$ cat config.mk
export PLATFORM = sky130hd
export DESIGN_NAME = hazard_controller
export DESIGN_NICKNAME = d
export VERILOG_FILES = /design/src/rtl/cpu_pkg.sv /design/src/rtl/forwarding_unit.sv /design/src/rtl/hazard_controller.sv
export SDC_FILE = /design/constraint.sdc
export NUM_CORES = 1
export LEC_CHECK = 0
export ABC_AREA = 1
export CORE_MARGIN = 10
export CORE_UTILIZATION = 44
export CTS_CLUSTER_DIAMETER = 50
export DETAILED_ROUTE_END_ITERATION = 8
export GPL_ROUTABILITY_DRIVEN = 0
export PLACE_DENSITY = 0.81
export SETUP_SLACK_MARGIN = 0.02
export SLEW_MARGIN = 25
export SYNTH_ARGS = -nofsm -noshare
export SYNTH_HDL_FRONTEND = slang
export SYNTH_SLANG_ARGS = --single-unit
$ cat constraint.sdc
create_clock -name clk -period 1.9 [get_ports clk]
set_clock_uncertainty 0.15 [all_clocks]
set_input_delay 0.285 -clock clk [delete_from_list [all_inputs] [get_ports clk]]
set_output_delay 0.285 -clock clk [all_outputs]
set_load 0.02 [all_outputs]
$ cat src/rtl/cpu_pkg.sv
// Shared types and constants for the pipeline control logic.
// Holds the memory-wait FSM state encoding and the E-stage forwarding selects.
package cpu_pkg;

    typedef enum logic [1:0] {
        RUN   = 2'b00,
        WAIT  = 2'b01,
        FAULT = 2'b10
    } state_t;

    localparam logic [1:0] FWD_RF = 2'b00;
    localparam logic [1:0] FWD_W  = 2'b01;
    localparam logic [1:0] FWD_M  = 2'b10;

    // Wide enough for the largest supported wait limit (255).
    localparam int WAITCNT_W = 8;

endpackage

$ cat src/rtl/forwarding_unit.sv
// Operand forwarding select for one E-stage source register.
// The M-stage ALU result has priority over the W-stage result; x0 never forwards.
module forwarding_unit
    import cpu_pkg::*;
(
    input  logic [4:0] rs_e,
    input  logic [4:0] rd_m,
    input  logic [4:0] rd_w,
    input  logic       reg_write_m,
    input  logic       reg_write_w,
    output logic [1:0] fwd_sel
);

    always_comb begin
        fwd_sel = FWD_RF;
        if (reg_write_m && (rd_m != 5'd0) && (rd_m == rs_e)) begin
            fwd_sel = FWD_M;
        end else if (reg_write_w && (rd_w != 5'd0) && (rd_w == rs_e)) begin
            fwd_sel = FWD_W;
        end
    end

endmodule

$ cat src/rtl/hazard_controller.sv
// Pipeline hazard/stall controller: forwarding selects, load-use and branch
// handling, data-memory wait sequencing with timeout fault, and event counters.
module hazard_controller
    import cpu_pkg::*;
#(
    parameter int MAX_WAIT = 15,
    parameter int CNT_W    = 16
) (
    input  logic             clk,
    input  logic             rst,
    input  logic [4:0]       Rs1D,
    input  logic [4:0]       Rs2D,
    input  logic [4:0]       Rs1E,
    input  logic [4:0]       Rs2E,
    input  logic [4:0]       RdE,
    input  logic [4:0]       RdM,
    input  logic [4:0]       RdW,
    input  logic             RegWriteM,
    input  logic             RegWriteW,
    input  logic             LoadE,
    input  logic             PCSrcE,
    input  logic             MemReqM,
    input  logic             MemReadyM,
    output logic             StallF,
    output logic             StallD,
    output logic             StallE,
    output logic             StallM,
    output logic             FlushD,
    output logic             FlushE,
    output logic             FlushW,
    output logic [1:0]       ForwardAE,
    output logic [1:0]       ForwardBE,
    output logic             Fault,
    output logic [CNT_W-1:0] StallCount,
    output logic [CNT_W-1:0] FlushCount
);

    localparam logic [WAITCNT_W-1:0] WAIT_LIMIT = WAITCNT_W'(MAX_WAIT);

    state_t                 state_reg;
    state_t                 state_next;
    logic [WAITCNT_W-1:0]   wait_cnt_reg;
    logic [WAITCNT_W-1:0]   wait_cnt_next;

    logic                   lw_stall;
    logic                   mem_stall;
    logic [1:0][4:0]        rs_e;
    logic [1:0][1:0]        fwd_sel;
    logic [1:0]             cnt_inc;

    // ------------------------------------------------------------------
    // Forwarding: one unit per E-stage operand (A = Rs1E, B = Rs2E)
    // ------------------------------------------------------------------
    assign rs_e = {Rs2E, Rs1E};

    generate
        for (genvar gi = 0; gi < 2; gi++) begin : gen_fwd
            forwarding_unit u_fwd (
                .rs_e        (rs_e[gi]),
                .rd_m        (RdM),
                .rd_w        (RdW),
                .reg_write_m (RegWriteM),
                .reg_write_w (RegWriteW),
                .fwd_sel     (fwd_sel[gi])
            );
        end
    endgenerate

    assign ForwardAE = fwd_sel[0];
    assign ForwardBE = fwd_sel[1];

    // ------------------------------------------------------------------
    // Hazard detection
    // ------------------------------------------------------------------
    assign lw_stall  = LoadE && (RdE != 5'd0) && ((RdE == Rs1D) || (RdE == Rs2D));
    assign mem_stall = MemReqM && !MemReadyM;

    // ------------------------------------------------------------------
    // Memory-wait FSM
    // ------------------------------------------------------------------
    always_ff @(posedge clk or negedge rst) begin
        if (!rst) begin
            state_reg    <= RUN;
            wait_cnt_reg <= '0;
        end else begin
            state_reg    <= state_next;
            wait_cnt_reg <= wait_cnt_next;
        end
    end

    always_comb begin
        state_next    = state_reg;
        wait_cnt_next = wait_cnt_reg;
        case (state_reg)
            RUN: begin
                if (mem_stall) begin
                    state_next    = WAIT;
                    wait_cnt_next = WAITCNT_W'(1);
                end else begin
                    wait_cnt_next = '0;
                end
            end
            WAIT: begin
                if (!mem_stall) begin
                    state_next    = RUN;
                    wait_cnt_next = '0;
                end else if (wait_cnt_reg == WAIT_LIMIT) begin
                    state_next    = FAULT;
                end else begin
                    wait_cnt_next = wait_cnt_reg + WAITCNT_W'(1);
                end
            end
            FAULT: begin
                state_next = FAULT;
            end
            default: begin
                state_next    = RUN;
                wait_cnt_next = '0;
            end
        endcase
    end

    assign Fault = (state_reg == FAULT);

    // ------------------------------------------------------------------
    // Stall / flush priority: fault, then memory wait, then branch, then load-use
    // ------------------------------------------------------------------
    always_comb begin
        StallF = 1'b0;
        StallD = 1'b0;
        StallE = 1'b0;
        StallM = 1'b0;
        FlushD = 1'b0;
        FlushE = 1'b0;
        FlushW = 1'b0;
        if ((state_reg == FAULT) || mem_stall) begin
            // Freeze everything up to M and push a bubble into W; any pending
            // branch or load-use hazard is resolved once the freeze lifts.
            StallF = 1'b1;
            StallD = 1'b1;
            StallE = 1'b1;
            StallM = 1'b1;
            FlushW = 1'b1;
        end else begin
            StallF = lw_stall && !PCSrcE;
            StallD = lw_stall && !PCSrcE;
            FlushD = PCSrcE;
            FlushE = lw_stall || PCSrcE;
        end
    end

    // ------------------------------------------------------------------
    // Saturating statistics counters (0 = stall events, 1 = flush events)
    // ------------------------------------------------------------------
    assign cnt_inc[0] = StallF || StallD || StallE || StallM;
    assign cnt_inc[1] = FlushD || FlushE;

    generate
        for (genvar gi = 0; gi < 2; gi++) begin : gen_cnt
            logic [CNT_W-1:0] cnt_reg;

            always_ff @(posedge clk or negedge rst) begin
                if (!rst) begin
                    cnt_reg <= '0;
                end else if (cnt_inc[gi] && (cnt_reg != {CNT_W{1'b1}})) begin
                    cnt_reg <= cnt_reg + 1'b1;
                end
            end
        end
    endgenerate

    assign StallCount = gen_cnt[0].cnt_reg;
    assign FlushCount = gen_cnt[1].cnt_reg;

endmodule

==> out/metrics.csv <==
stage;metric;value;unit
outcome;status;complete, no violations;
power;P_leak;2.52;nW
timing;Slew Viols, Final;0;
drt;drt initial violations;77;
logic_synthesis;post-synthesis cell count;413;
timing;Slew Limit Headroom;55.9;%
logic_synthesis;#FFs+latches synth;42;
grt;Overflow after GRT;0;
timing;final hold viol count;0;
clocking;clock sinks;42;
drt;aggregate routed wire length;9280;um
power;Power Dens Cells;571;nW/um2
logic_synthesis;ys async rst share;100;%
die;starting density of the core;46.3;%
finish;commonest non-fill, non-tap cell in the layout;nand2_1;
logic_synthesis;syn_nets;459;
logic_synthesis;Synth Cell Area;2990;um2
power;Int Pwr;1.73;mW
finish;Design Area, Final;4680;um2
grt;Tot GR Track Use;17.4;%
logic_synthesis;Synth area leaders;dfrtp_1 35%, nand2_1 16%, nand3_1 8.9%;
logic_synthesis;post-synth cell types;30;
die;Die X;102;um
clocking;clock slew at reported path FFs;0.09;ns
drt;DR WL/cell;14.6;um
worst_setup_path;nature of the critical path startpoint;input pin;
die;core area;6460;um2
clocking;clock buffer depth;2;
power;P_sw;0.948;mW
logic_synthesis;synth warn;0;
power;Sequential Power Share;40.4;%
worst_setup_path;WP data arrival;1.42;ns
logic_synthesis;Synth top area share;35.2;%
logic_synthesis;post-synthesis sequential area ratio;35.2;%
place;placed wire-length estimate;6940;um
worst_setup_path;Setup CP Type;in -> out;
drt;DRT antenna net count;0;
logic_synthesis;Synth area leader;dfrtp_1;
run;Max Cap Viol;0;
drt;Pre-Repair DR Iteration Count;4;
clocking;CTS tree;done;
finish;area delta synth->final;56.7;%
drt;DR vias;3203;
timing;fmax;539;MHz
place;dpl cell area;4250;um2
worst_setup_path;Crit. End Element;output port;
worst_setup_path;CP required;1.46;ns
hold_path;hold depth;5;
place;worst slack, placed;-0.675;ns
grt;initial antenna violation count;1;
timing;Tightest Pin Transition;0.661;ns
die;die area;10500;um2
power;clock power share;21.6;%
finish;final net count;601;
die;DIE HEIGHT;102;um
logic_synthesis;Synth Area per Inst;7.23;um2
timing;final worst slack;0.0451;ns
power;switching power share of the total;35.4;%
timing;RSZ-0062 raised after global routing;true;
timing;part of the cycle the worst path needs;97.6;%
hold_path;Hold WC Path Type;in -> reg;
grt;vias in the first global route;3209;
finish;most frequent cells in the layout;125 x nand2_1, 53 x buf_4, 49 x nand3_1;
clocking;root buf cell;clkbuf_8;
timing;hold slack;0.240;ns
clocking;CTS H-tree lvls;2;
grt;first-pass GRT wire length;14800;um
grt;largest net degree at the start of global routing;29;
drt;DR vias/cell;5.05;
die;FP Rows;29;
clocking;Worst-Skew Late Latency;0.30;ns
timing;Tmin final;1.85;ns
logic_synthesis;ys flop type;dfrtp_1;
timing;Final Setup Violations;0;
power;power consumption;2.68;mW
worst_setup_path;cell count of the worst reg-to-reg path;8;
power;combinational fraction of design power;38.0;%
power;Peak VDD IR;0.576;mV
drt;# DRC;0;
timing;setup TNS;0;ns
place;Port Buffers;86;
die;I/O pins;87;
clocking;TritonCTS Buffers;5;
finish;layout cells sized above 1;23.4;%
worst_setup_path;worst-path fanout max;2;
logic_synthesis;Post-synth EDFFs;0;
-- layer usage --
layer	global-route usage (%)	routed length, um	vias to the layer above
met3	5.20	629	16
met4	5.86	162	0
li1	-	-	1603
met2	30.8	4750	93
met5	0	0	-
met1	19.4	3740	1491
-- area by class of cell --
| type | count | area, um2 |
|---|---|---|
| multi-input combinational | 322 | 2000 |
| fill | 507 | 1780 |
| timing repair buffer | 144 | 1290 |
| sequential | 42 | 1060 |
| inverter | 40 | 150 |
| tap | 77 | 96.3 |
| clock buffer | 6 | 72.6 |
| clock inverter | 2 | 13.8 |
| antenna | 1 | 2.50 |
-- critical path: stages --
cell and delay (ns):
dlygate4sd2_1 0.25, buf_6 0.13, xor2_4 0.18, nor4_4 0.33, nor2_1 0.07, buf_4 0.16
-- kinds of logic (layout without fill, tap and decap cells) --
group / after synthesis / after routing / share of synthesized area (%)
and+or+nand+nor: 251 / 252 / 37.9
xor gates and xnor gates: 51 / 51 / 14.9
buffers and inverters: 50 / 192 / 7.33
DFF: 42 / 42 / 35.2
AOI/OAI and AO/OA: 16 / 16 / 3.35
adders and majority gates: 3 / 3 / 1.26
other: 0 / 1 / 0
-- Yosys cell counts, types with 4 or more instances --
master,instances
nand2_1,128
nand3_1,53
dfrtp_1,42
inv_1,40
nor2_1,38
xnor2_1,28
xor2_1,23
nor3_1,9
o21ai_0,8
nand4_1,6
buf_2,4
-- stage by stage --
stage	std cells	util (%)
after global placement	610	65.7
after detailed placement	610	65.7
after global routing	634	72.5
after CTS	623	68.5
final	634	72.5
after floorplan	413	-
-- path summary, 6_finish.rpt --
path                                 start  slack [ns]         endpoint
max                                 RdM[1]        0.05     ForwardBE[0]
min                              MemReadyM        0.24     state_reg[0]
max reg2reg                wait_cnt_reg[0]        0.09  wait_cnt_reg[4]
min reg2reg                   state_reg[1]        0.32     state_reg[0]
max in group asynchronous              rst        0.61    StallCount[8]
min in group asynchronous              rst        0.39     state_reg[0]
-- what timing repair did --
| item | in CTS | in global routing |
|---|---|---|
| buffers inserted | 4 | 9 |
| endpoints found under the hold margin | 26 | 0 |
| gates resized for setup | 117 | 51 |
| gates cloned | 0 | 1 |
| setup endpoints to repair | 46 | 61 |
| hold buffers | 1 | 0 |
| pin swaps | 25 | 16 |
-- power by group through the flow --
| stage | Combinational [mW] | Sequential [mW] | Clock (mW) |
|---|---|---|---|
| after global placement | 0.969 | 1.09 | 0 |
| after detailed placement | 0.991 | 1.10 | 0 |
| after global routing | 1.11 | 1.10 | 0.625 |
| final | 1.02 | 1.08 | 0.577 |
| after CTS | 0.994 | 1.08 | 0.609 |
| after floorplan | 0.343 | 1.23 | 0 |
No activity file was read; power rests on OpenSTA's default activity.
